$ cat src/rtl/uart_rx.sv
// ---------------------------------------------------------------------------------------------
// uart_rx - asynchronous serial receiver (8N1, optionally 8E1) with a one-entry holding register.
//
// The serial line is brought into the i_clk domain through a two-flop synchronizer. All framing
// logic works on the synchronized copy only. A start bit is recognised on a 1->0 transition of
// the synchronized line, confirmed at its middle, and every following bit is sampled one bit
// period later. A completed byte is handed to a holding register with a valid/ready handshake.
//
// Optional feature: define UART_RX_PARITY_EN to expect one even-parity bit between the eighth
// data bit and the stop bit. Without the macro the frame is plain 8N1 and no parity logic exists.
//
// Parameters:
//   CLKS_PER_BIT  i_clk cycles per UART bit, legal range 4..65535 (default 868 = 100 MHz/115200)
//
// Ports:
//   i_clk        clock, all state changes on its rising edge
//   i_rst        asynchronous active-low reset
//   rx           serial input, idle high
//   o_data       received byte, valid while o_valid is high
//   o_valid      holding register full
//   i_ready      consumer takes o_data when o_valid & i_ready at a rising edge
//   o_frame_err  one-cycle pulse: stop bit sampled low (or parity mismatch when enabled)
//   o_overrun    one-cycle pulse: a good byte was dropped because the holding register was full
// ---------------------------------------------------------------------------------------------
module uart_rx #(
    parameter int unsigned CLKS_PER_BIT = 868
) (
    input  logic       i_clk,
    input  logic       i_rst,
    input  logic       rx,
    output logic [7:0] o_data,
    output logic       o_valid,
    input  logic       i_ready,
    output logic       o_frame_err,
    output logic       o_overrun
);

    // Counter compare points. The start bit is confirmed half a bit after the edge; data and
    // parity bits are sampled a full bit period apart, which lands them mid-bit.
    localparam logic [15:0] HalfLast = 16'(CLKS_PER_BIT / 2 - 1);
    localparam logic [15:0] BitLast  = 16'(CLKS_PER_BIT - 1);
    localparam logic [15:0] BitEnd   = 16'(CLKS_PER_BIT);

    typedef enum logic [2:0] {
        StIdle,
        StStart,
        StData,
        StStop
`ifdef UART_RX_PARITY_EN
        ,
        StParity
`endif
    } state_e;

    // Synchronizer and edge detector.
    logic       rx_meta_q;
    logic       rx_s_q;
    logic       rx_prev_q;

    // Frame timing and assembly.
    state_e     state_q, state_d;
    logic [15:0] cnt_q, cnt_d;
    logic [2:0] idx_q, idx_d;
    logic [7:0] shift_q, shift_d;
    logic       stop_q, stop_d;
`ifdef UART_RX_PARITY_EN
    logic       par_err_q, par_err_d;
`endif

    // Holding register and status pulses.
    logic [7:0] data_q, data_d;
    logic       valid_q, valid_d;
    logic       frame_err_q, frame_err_d;
    logic       overrun_q, overrun_d;

    // Frame completion strobes.
    logic       frame_end;
    logic       frame_ok;
    logic       accept;

    // -----------------------------------------------------------------------------------------
    // Synchronizer. Reset to the idle level so a reset never looks like a start edge.
    // -----------------------------------------------------------------------------------------
    always_ff @(posedge i_clk or negedge i_rst) begin
        if (!i_rst) begin
            rx_meta_q <= 1'b1;
            rx_s_q    <= 1'b1;
            rx_prev_q <= 1'b1;
        end else begin
            rx_meta_q <= rx;
            rx_s_q    <= rx_meta_q;
            rx_prev_q <= rx_s_q;
        end
    end

    // -----------------------------------------------------------------------------------------
    // Frame FSM: next-state logic.
    // -----------------------------------------------------------------------------------------
    always_comb begin
        state_d   = state_q;
        cnt_d     = cnt_q;
        idx_d     = idx_q;
        shift_d   = shift_q;
        stop_d    = stop_q;
`ifdef UART_RX_PARITY_EN
        par_err_d = par_err_q;
`endif
        frame_end = 1'b0;

        unique case (state_q)
            StIdle: begin
                cnt_d = '0;
                idx_d = '0;
                // A true falling edge is required, so a line still held low after a break
                // frame is ignored until it has gone back high.
                if (rx_prev_q && !rx_s_q) begin
                    state_d = StStart;
                end
            end

            StStart: begin
                if (cnt_q == HalfLast) begin
                    cnt_d   = '0;
                    // High at mid start bit means it was a glitch: drop it silently.
                    state_d = rx_s_q ? StIdle : StData;
                end else begin
                    cnt_d = cnt_q + 16'd1;
                end
            end

            StData: begin
                if (cnt_q == BitLast) begin
                    cnt_d   = '0;
                    shift_d = {rx_s_q, shift_q[7:1]};
                    idx_d   = idx_q + 3'd1;
                    if (idx_q == 3'd7) begin
`ifdef UART_RX_PARITY_EN
                        state_d = StParity;
`else
                        state_d = StStop;
`endif
                    end
                end else begin
                    cnt_d = cnt_q + 16'd1;
                end
            end

`ifdef UART_RX_PARITY_EN
            StParity: begin
                if (cnt_q == BitLast) begin
                    cnt_d     = '0;
                    // Even parity: data plus parity bit must hold an even number of ones.
                    par_err_d = ^{shift_q, rx_s_q};
                    state_d   = StStop;
                end else begin
                    cnt_d = cnt_q + 16'd1;
                end
            end
`endif

            StStop: begin
                // The stop bit is captured at mid-bit; the verdict is acted on one edge later,
                // which is also when the FSM drops back to idle.
                if (cnt_q == BitLast) begin
                    stop_d = rx_s_q;
                    cnt_d  = cnt_q + 16'd1;
                end else if (cnt_q == BitEnd) begin
                    frame_end = 1'b1;
                    cnt_d     = '0;
                    state_d   = StIdle;
                end else begin
                    cnt_d = cnt_q + 16'd1;
                end
            end

            default: begin
                state_d = StIdle;
                cnt_d   = '0;
                idx_d   = '0;
            end
        endcase
    end

    // -----------------------------------------------------------------------------------------
    // Holding register, overrun and framing-error pulses.
    // -----------------------------------------------------------------------------------------
    always_comb begin
`ifdef UART_RX_PARITY_EN
        frame_ok = frame_end && stop_q && !par_err_q;
`else
        frame_ok = frame_end && stop_q;
`endif
        accept      = valid_q && i_ready;

        data_d      = data_q;
        valid_d     = valid_q;
        // Bad stop and bad parity share one pulse per frame.
        frame_err_d = frame_end && !frame_ok;
        overrun_d   = 1'b0;

        if (accept) begin
            valid_d = 1'b0;
        end

        if (frame_ok) begin
            // A byte may load in the same cycle the previous one is taken.
            if (!valid_q || accept) begin
                data_d  = shift_q;
                valid_d = 1'b1;
            end else begin
                overrun_d = 1'b1;
            end
        end
    end

    // -----------------------------------------------------------------------------------------
    // State registers.
    // -----------------------------------------------------------------------------------------
    always_ff @(posedge i_clk or negedge i_rst) begin
        if (!i_rst) begin
            state_q     <= StIdle;
            cnt_q       <= '0;
            idx_q       <= '0;
            shift_q     <= '0;
            stop_q      <= 1'b0;
`ifdef UART_RX_PARITY_EN
            par_err_q   <= 1'b0;
`endif
            data_q      <= '0;
            valid_q     <= 1'b0;
            frame_err_q <= 1'b0;
            overrun_q   <= 1'b0;
        end else begin
            state_q     <= state_d;
            cnt_q       <= cnt_d;
            idx_q       <= idx_d;
            shift_q     <= shift_d;
            stop_q      <= stop_d;
`ifdef UART_RX_PARITY_EN
            par_err_q   <= par_err_d;
`endif
            data_q      <= data_d;
            valid_q     <= valid_d;
            frame_err_q <= frame_err_d;
            overrun_q   <= overrun_d;
        end
    end

    assign o_data      = data_q;
    assign o_valid     = valid_q;
    assign o_frame_err = frame_err_q;
    assign o_overrun   = overrun_q;

endmodule

$ cat config.mk
export PLATFORM = sky130hd
export DESIGN_NAME = uart_rx
export DESIGN_NICKNAME = d
export VERILOG_FILES = /design/src/rtl/uart_rx.sv
export SDC_FILE = /design/constraint.sdc
export NUM_CORES = 1
export LEC_CHECK = 0
export CAP_MARGIN = 20
export CELL_PAD_IN_SITES_DETAIL_PLACEMENT = 1
export CELL_PAD_IN_SITES_GLOBAL_PLACEMENT = 2
export CORE_AREA = 2 2 73 75
export CTS_CLUSTER_DIAMETER = 60
export DETAILED_ROUTE_END_ITERATION = 8
export DIE_AREA = 0 0 75 77
export DONT_BUFFER_PORTS = 1
export PLACE_DENSITY_LB_ADDON = 0.05
export SLEW_MARGIN = 25
export SYNTH_ARGS = -nofsm -noshare
export SYNTH_HDL_FRONTEND = slang
export SYNTH_SLANG_ARGS = --single-unit
$ cat constraint.sdc
create_clock -name i_clk -period 2.15 [get_ports i_clk]
set_input_delay 0.43 -clock i_clk [delete_from_list [all_inputs] [get_ports i_clk]]
set_output_delay 0.43 -clock i_clk [all_outputs]
set_load 0.01 [all_outputs]
# Yosys cells after proc, flatten, opt, wreduce, memory -nomap -nowiden

Cells that the tools add are included.

Output and inout bits: 11
Register bits after elaboration: 45
Bits in read-only memories: 0
Memory bits (writable): 0
Memories kept: 0
Bits in latches: 0

Add/sub/neg operators: 2
Div/mod/pow operators: 0
Bitwise gates (word level): 1
$lt $le $gt $ge: 0
Equality and inequality tests: 13
Shift-type cells: 0
$mul: 0
Reduce and logical (&&, ||, !) cells: 15
Muxes and demuxes: 23

Operators with widths:

| cell                                                   | count |
|---|---|
| 2-to-1 mux 16 bit                                      | 4 |
| one-hot mux 16 bit (3 select lines)                    | 1 |
| equality test 16 x 10 -> 1 bit (second input constant) | 2 |
| 2-to-1 mux 3 bit                                       | 7 |
| adder 16 x 1 -> 16 bit (second input constant)         | 1 |
| equality test 16 x 9 -> 1 bit (second input constant)  | 1 |
| inequality test 2 bit (second input constant)          | 6 |
| one-hot mux 3 bit (4 select lines)                     | 1 |
| 2-to-1 mux 1 bit                                       | 8 |
| AND reduction 2 bit                                    | 4 |
| equality test 3 x 2 -> 1 bit (second input constant)   | 2 |
| one-hot mux 3 bit (2 select lines)                     | 1 |
| AND reduction 6 bit                                    | 1 |
| logical AND 1 bit                                      | 4 |
| adder 3 x 1 -> 3 bit (second input constant)           | 1 |
| equality test 3 x 1 -> 1 bit (second input constant)   | 1 |
| equality test 3 bit (second input constant)            | 1 |
| zero test 1 bit                                        | 3 |
| zero test 3 bit                                        | 1 |
| 2-to-1 mux 2 bit                                       | 1 |
| OR reduction 2 bit                                     | 1 |
| logical OR 1 bit                                       | 1 |
| inverter 1 bit                                         | 1 |

# Longest topological paths before layout

Word-level depth: 7
Depth in mapped cells: 7
Depth with buffers taken out: 6

# Worst setup path after synthesis

Ideal clock, no wire load.

Path kind: reg-to-reg
Start point: reg cnt_q[4]
End point: reg shift_q[0]
Library setup time: 0.125 ns
Cell stages (with the launch flop): 7
Arrival time: 1.767 ns
Path slack: 0.259 ns
Buffers on the path: 2
Period minus slack after synthesis: 1.891 ns
Cell sequence: dfrtp_1 buf_2 and4bb_1 nand4_1 buf_2 nor3_4 mux2_2

Word-level cells in the longest chain between the ends: 2

Ends and longest elaborated chain:

| item                           | line | source |
|---|---|---|
| start: declaration             | 62   | `logic [15:0] cnt_q, cnt_d;` |
| start signal: assignment       | 235  | `cnt_q <= cnt_d;` |
| equality test 16 x 10 -> 1 bit | 132  | `if (cnt_q == BitLast) begin` |
| AND reduction 2 bit (no line)  | n/a  |  |
| end signal: assignment         | 237  | `shift_q <= shift_d;` |
| end: declaration               | 64   | `logic [7:0] shift_q, shift_d;` |

Every way passes these cells.
A chain may end at the register's enable or synchronous reset.

# Worst setup path after layout

Start point: reg cnt_q[12]
End point: reg shift_q[3]

The elaborated chain is that of the path after synthesis.

==> impl_metrics.json <==
{
  "final_net_count": 190,
  "cts_buffer_depth": 2,
  "outcome": "completed",
  "end_kind": "register",
  "drv_cap": 0,
  "ir_worst_vdd_uv": 410,
  "gp_congestion": 0.800,
  "routed_wl_um": 4100,
  "period_needed_ns": 1.98,
  "cts_tree": "built",
  "max-slew-margin-rel_pct": 75.7,
  "placed_area_mm2": 0.00216,
  "setup_violations": 0,
  "grt_pass1_vias": 1434,
  "setup_slack_ns": 0.166,
  "pin_count": 15,
  "dpl.cell_count": 241,
  "whs_ns": 0.125,
  "gr-total-overflow": 0,
  "fin_crit_sh_pct": 92.3,
  "reg2reg_to": "shift_q[3]",
  "port_buffers": 0,
  "grt_max_degree": 45,
  "netlist_instances": 170,
  "cts.clk_slew.worst_paths_ns": 0.08,
  "drtIter0Drc": 29,
  "rsz0062_at_grt": "no",
  "cp.required_ns": 2.33,
  "worst-setup-path-type": "reg -> reg",
  "hold_class": "in -> reg",
  "r2r_setup_slack_ns": 0.17,
  "viasPerCell": 5.27,
  "netlist_area_mm2": 0.00203,
  "synth_area_leaders": "dfrtp_1, mux2_2, xor2_1",
  "ant_nets": 0,
  "drc": 0,
  "p_per_area_mw_per_mm2": 755,
  "yosysTopAreaCellShare_pct": 50.4,
  "stdcell_count": 252,
  "n_antenna_cell": 0,
  "p_leak_nw": 1.06,
  "worst_pin_slew_ns": 0.364,
  "ys_seq_elements": 44,
  "fin_util_pct": 46.4,
  "die_y_um": 77,
  "timing.rr.start": "cnt_q[12]",
  "drtPass1Iterations": 4,
  "cts_buffers": 5,
  "fmax_mhz": 504,
  "startpoint_type": "register",
  "synth_warnings": 0,
  "clock_skew_ns": 0.00501,
  "htreeDepth": 2,
  "drive_gt1_share_pct": 24.7,
  "seqCellArea_mm2": 0.00110,
  "ys_seq_area_share_pct": 54.3,
  "dr_total_vias": 1327,
  "clk_latency_ns": 0.29,
  "grt_usage_pct": 16.0,
  "die_w_um": 75,
  "dieArea_mm2": 0.00578,
  "cts_resized": 0,
  "final_cell_area_mm2": 0.00231,
  "hpwl_um": 2870,
  "syn_avg_cell_area_um2": 12.0,
  "clkSinkCount": 44,
  "crit_start": "cnt_q[12]",
  "nFillCells": 532,
  "grt_first_pass_wirelength_um": 7090,
  "tns_ns": 0,
  "reg2reg_depth": 6,
  "design.core.area_mm2": 0.00498,
  "arrival_ns": 2.17,
  "area_growth_pct": 13.6,
  "endpoint": "shift_q[3]",
  "multi_input_area_um2": 881,
  "synth_fp_nets": 179,
  "root_buffer": "clkbuf_8",
  "floorplan.rows": 26,
  "total_power_mw": 1.75,
  "synth_top_cell_by_area": "dfrtp_1",
  "pre_cts_ws_ns": 0.0495,
  "start_util_pct": 40.9,
  "hold_viol_final": 0,
  "antenna_found_initial": 0,
  "ys_types": 40,
  "wire_per_inst_um": 16.3,
  "crit_path_max_fanout": 10,
  "maxSlewViolCount": 0
}
## worst min path at each step
stage | startpoint | end | slack, ns | cells after the start
4_1_cts | rx | rx_meta_q | 0.12 | 0
3_5_place_dp | i_rst | cnt_q[11] | 0.14 | 0
2_1_floorplan | i_rst | cnt_q[0] | 0.13 | 0
5_1_grt | rx | rx_meta_q | 0.11 | 0
6_report | rx | rx_meta_q | 0.12 | 0
3_3_place_gp | i_rst | cnt_q[15] | 0.14 | 0
## cells by family after synthesis
| logic type | synth area share (%) |
|---|---|
| adder cells (fa/ha/maj) | 3.08 |
| multiplexers | 9.41 |
| buffers and inverters | 2.40 |
| AO/OA/AOI/OAI | 9.04 |
| XOR/XNOR | 5.17 |
| flip-flops | 54.3 |
| AND/OR/NAND/NOR | 16.6 |
## area by class of cell
cell class	instances	share of cell area [%]
Sequential cell	44	47.8
Multi-Input combinational cell	114	38.1
Timing Repair Buffer	12	5.41
Tap cell	70	3.79
Clock buffer	6	3.57
Clock inverter	2	0.650
Inverter	4	0.650
## critical path, cell delays in order, from the launching register on
cell     delay [ns]
dfrtp_1        0.43
nor4_2         0.32
nand4_1        0.22
buf_4          0.24
nor3_4         0.18
buf_12         0.16
mux2_2         0.33
## synthesized netlist by cell type, drive strengths merged
library cell  count
nand3             7
a22oi             2
nand2            10
a21oi            13
inv               4
or4b              2
or2               1
nor2              2
xnor2             1
and4              2
and4b             1
and3              4
mux2             17
o311ai            1
o2111ai           1
nor4bb            1
or3               3
a21o              1
xor2             11
nand2b            1
nor4b             1
dfstp             3
o21a              2
and2              2
nor4              2
o211ai            5
nor3              3
and4bb            1
ha                5
dfrtp            41
clkbuf            5
o21ai             3
nand4             7
nor2b             1
a21boi            1
buf               3
## report_power, final
part           leakage [nW]  switching [mW]  internal [mW]
Combinational         0.426           0.149          0.111
Clock                0.0434           0.283          0.260
Sequential            0.594          0.0634          0.880
Total                  1.06           0.495           1.25
## placed cells by master, fill, tap and decap left out, types with 6 or more instances in the layout
master | synthesis | routed
clkbuf_8 | 0 | 6
nand2_1 | 10 | 10
dfrtp_1 | 41 | 41
a21oi_1 | 13 | 13
xor2_1 | 11 | 11
mux2_2 | 17 | 17
nand3_1 | 7 | 7
buf_4 | 0 | 9
nand4_1 | 7 | 7
## state kept, by name, indices dropped and copies added, names as in the netlist
name,count
cnt_q,16
o_data,8
shift_q,8
idx_q,3
state_q,2
o_frame_err,1
o_overrun,1
o_valid,1
rx_meta_q,1
rx_prev_q,1
rx_s_q,1
stop_q,1
## what timing repair did
item	4_1_cts	5_1_grt
hold buffers	2	0
endpoints found under the setup margin	0	8
endpoints found under the hold margin	44	0
buffers inserted	0	1
## routing by layer
layer / part of all wire [%] / GRT usage (%) / up-vias
li1: - / - / 635
met1: 47 / 23.3 / 676
met2: 49 / 23.3 / 11
met3: 2.5 / 3.68 / 5
met4: 1.5 / 5.54 / 0
met5: 0 / 0 / -
No activity file was read; power rests on OpenSTA's default activity.
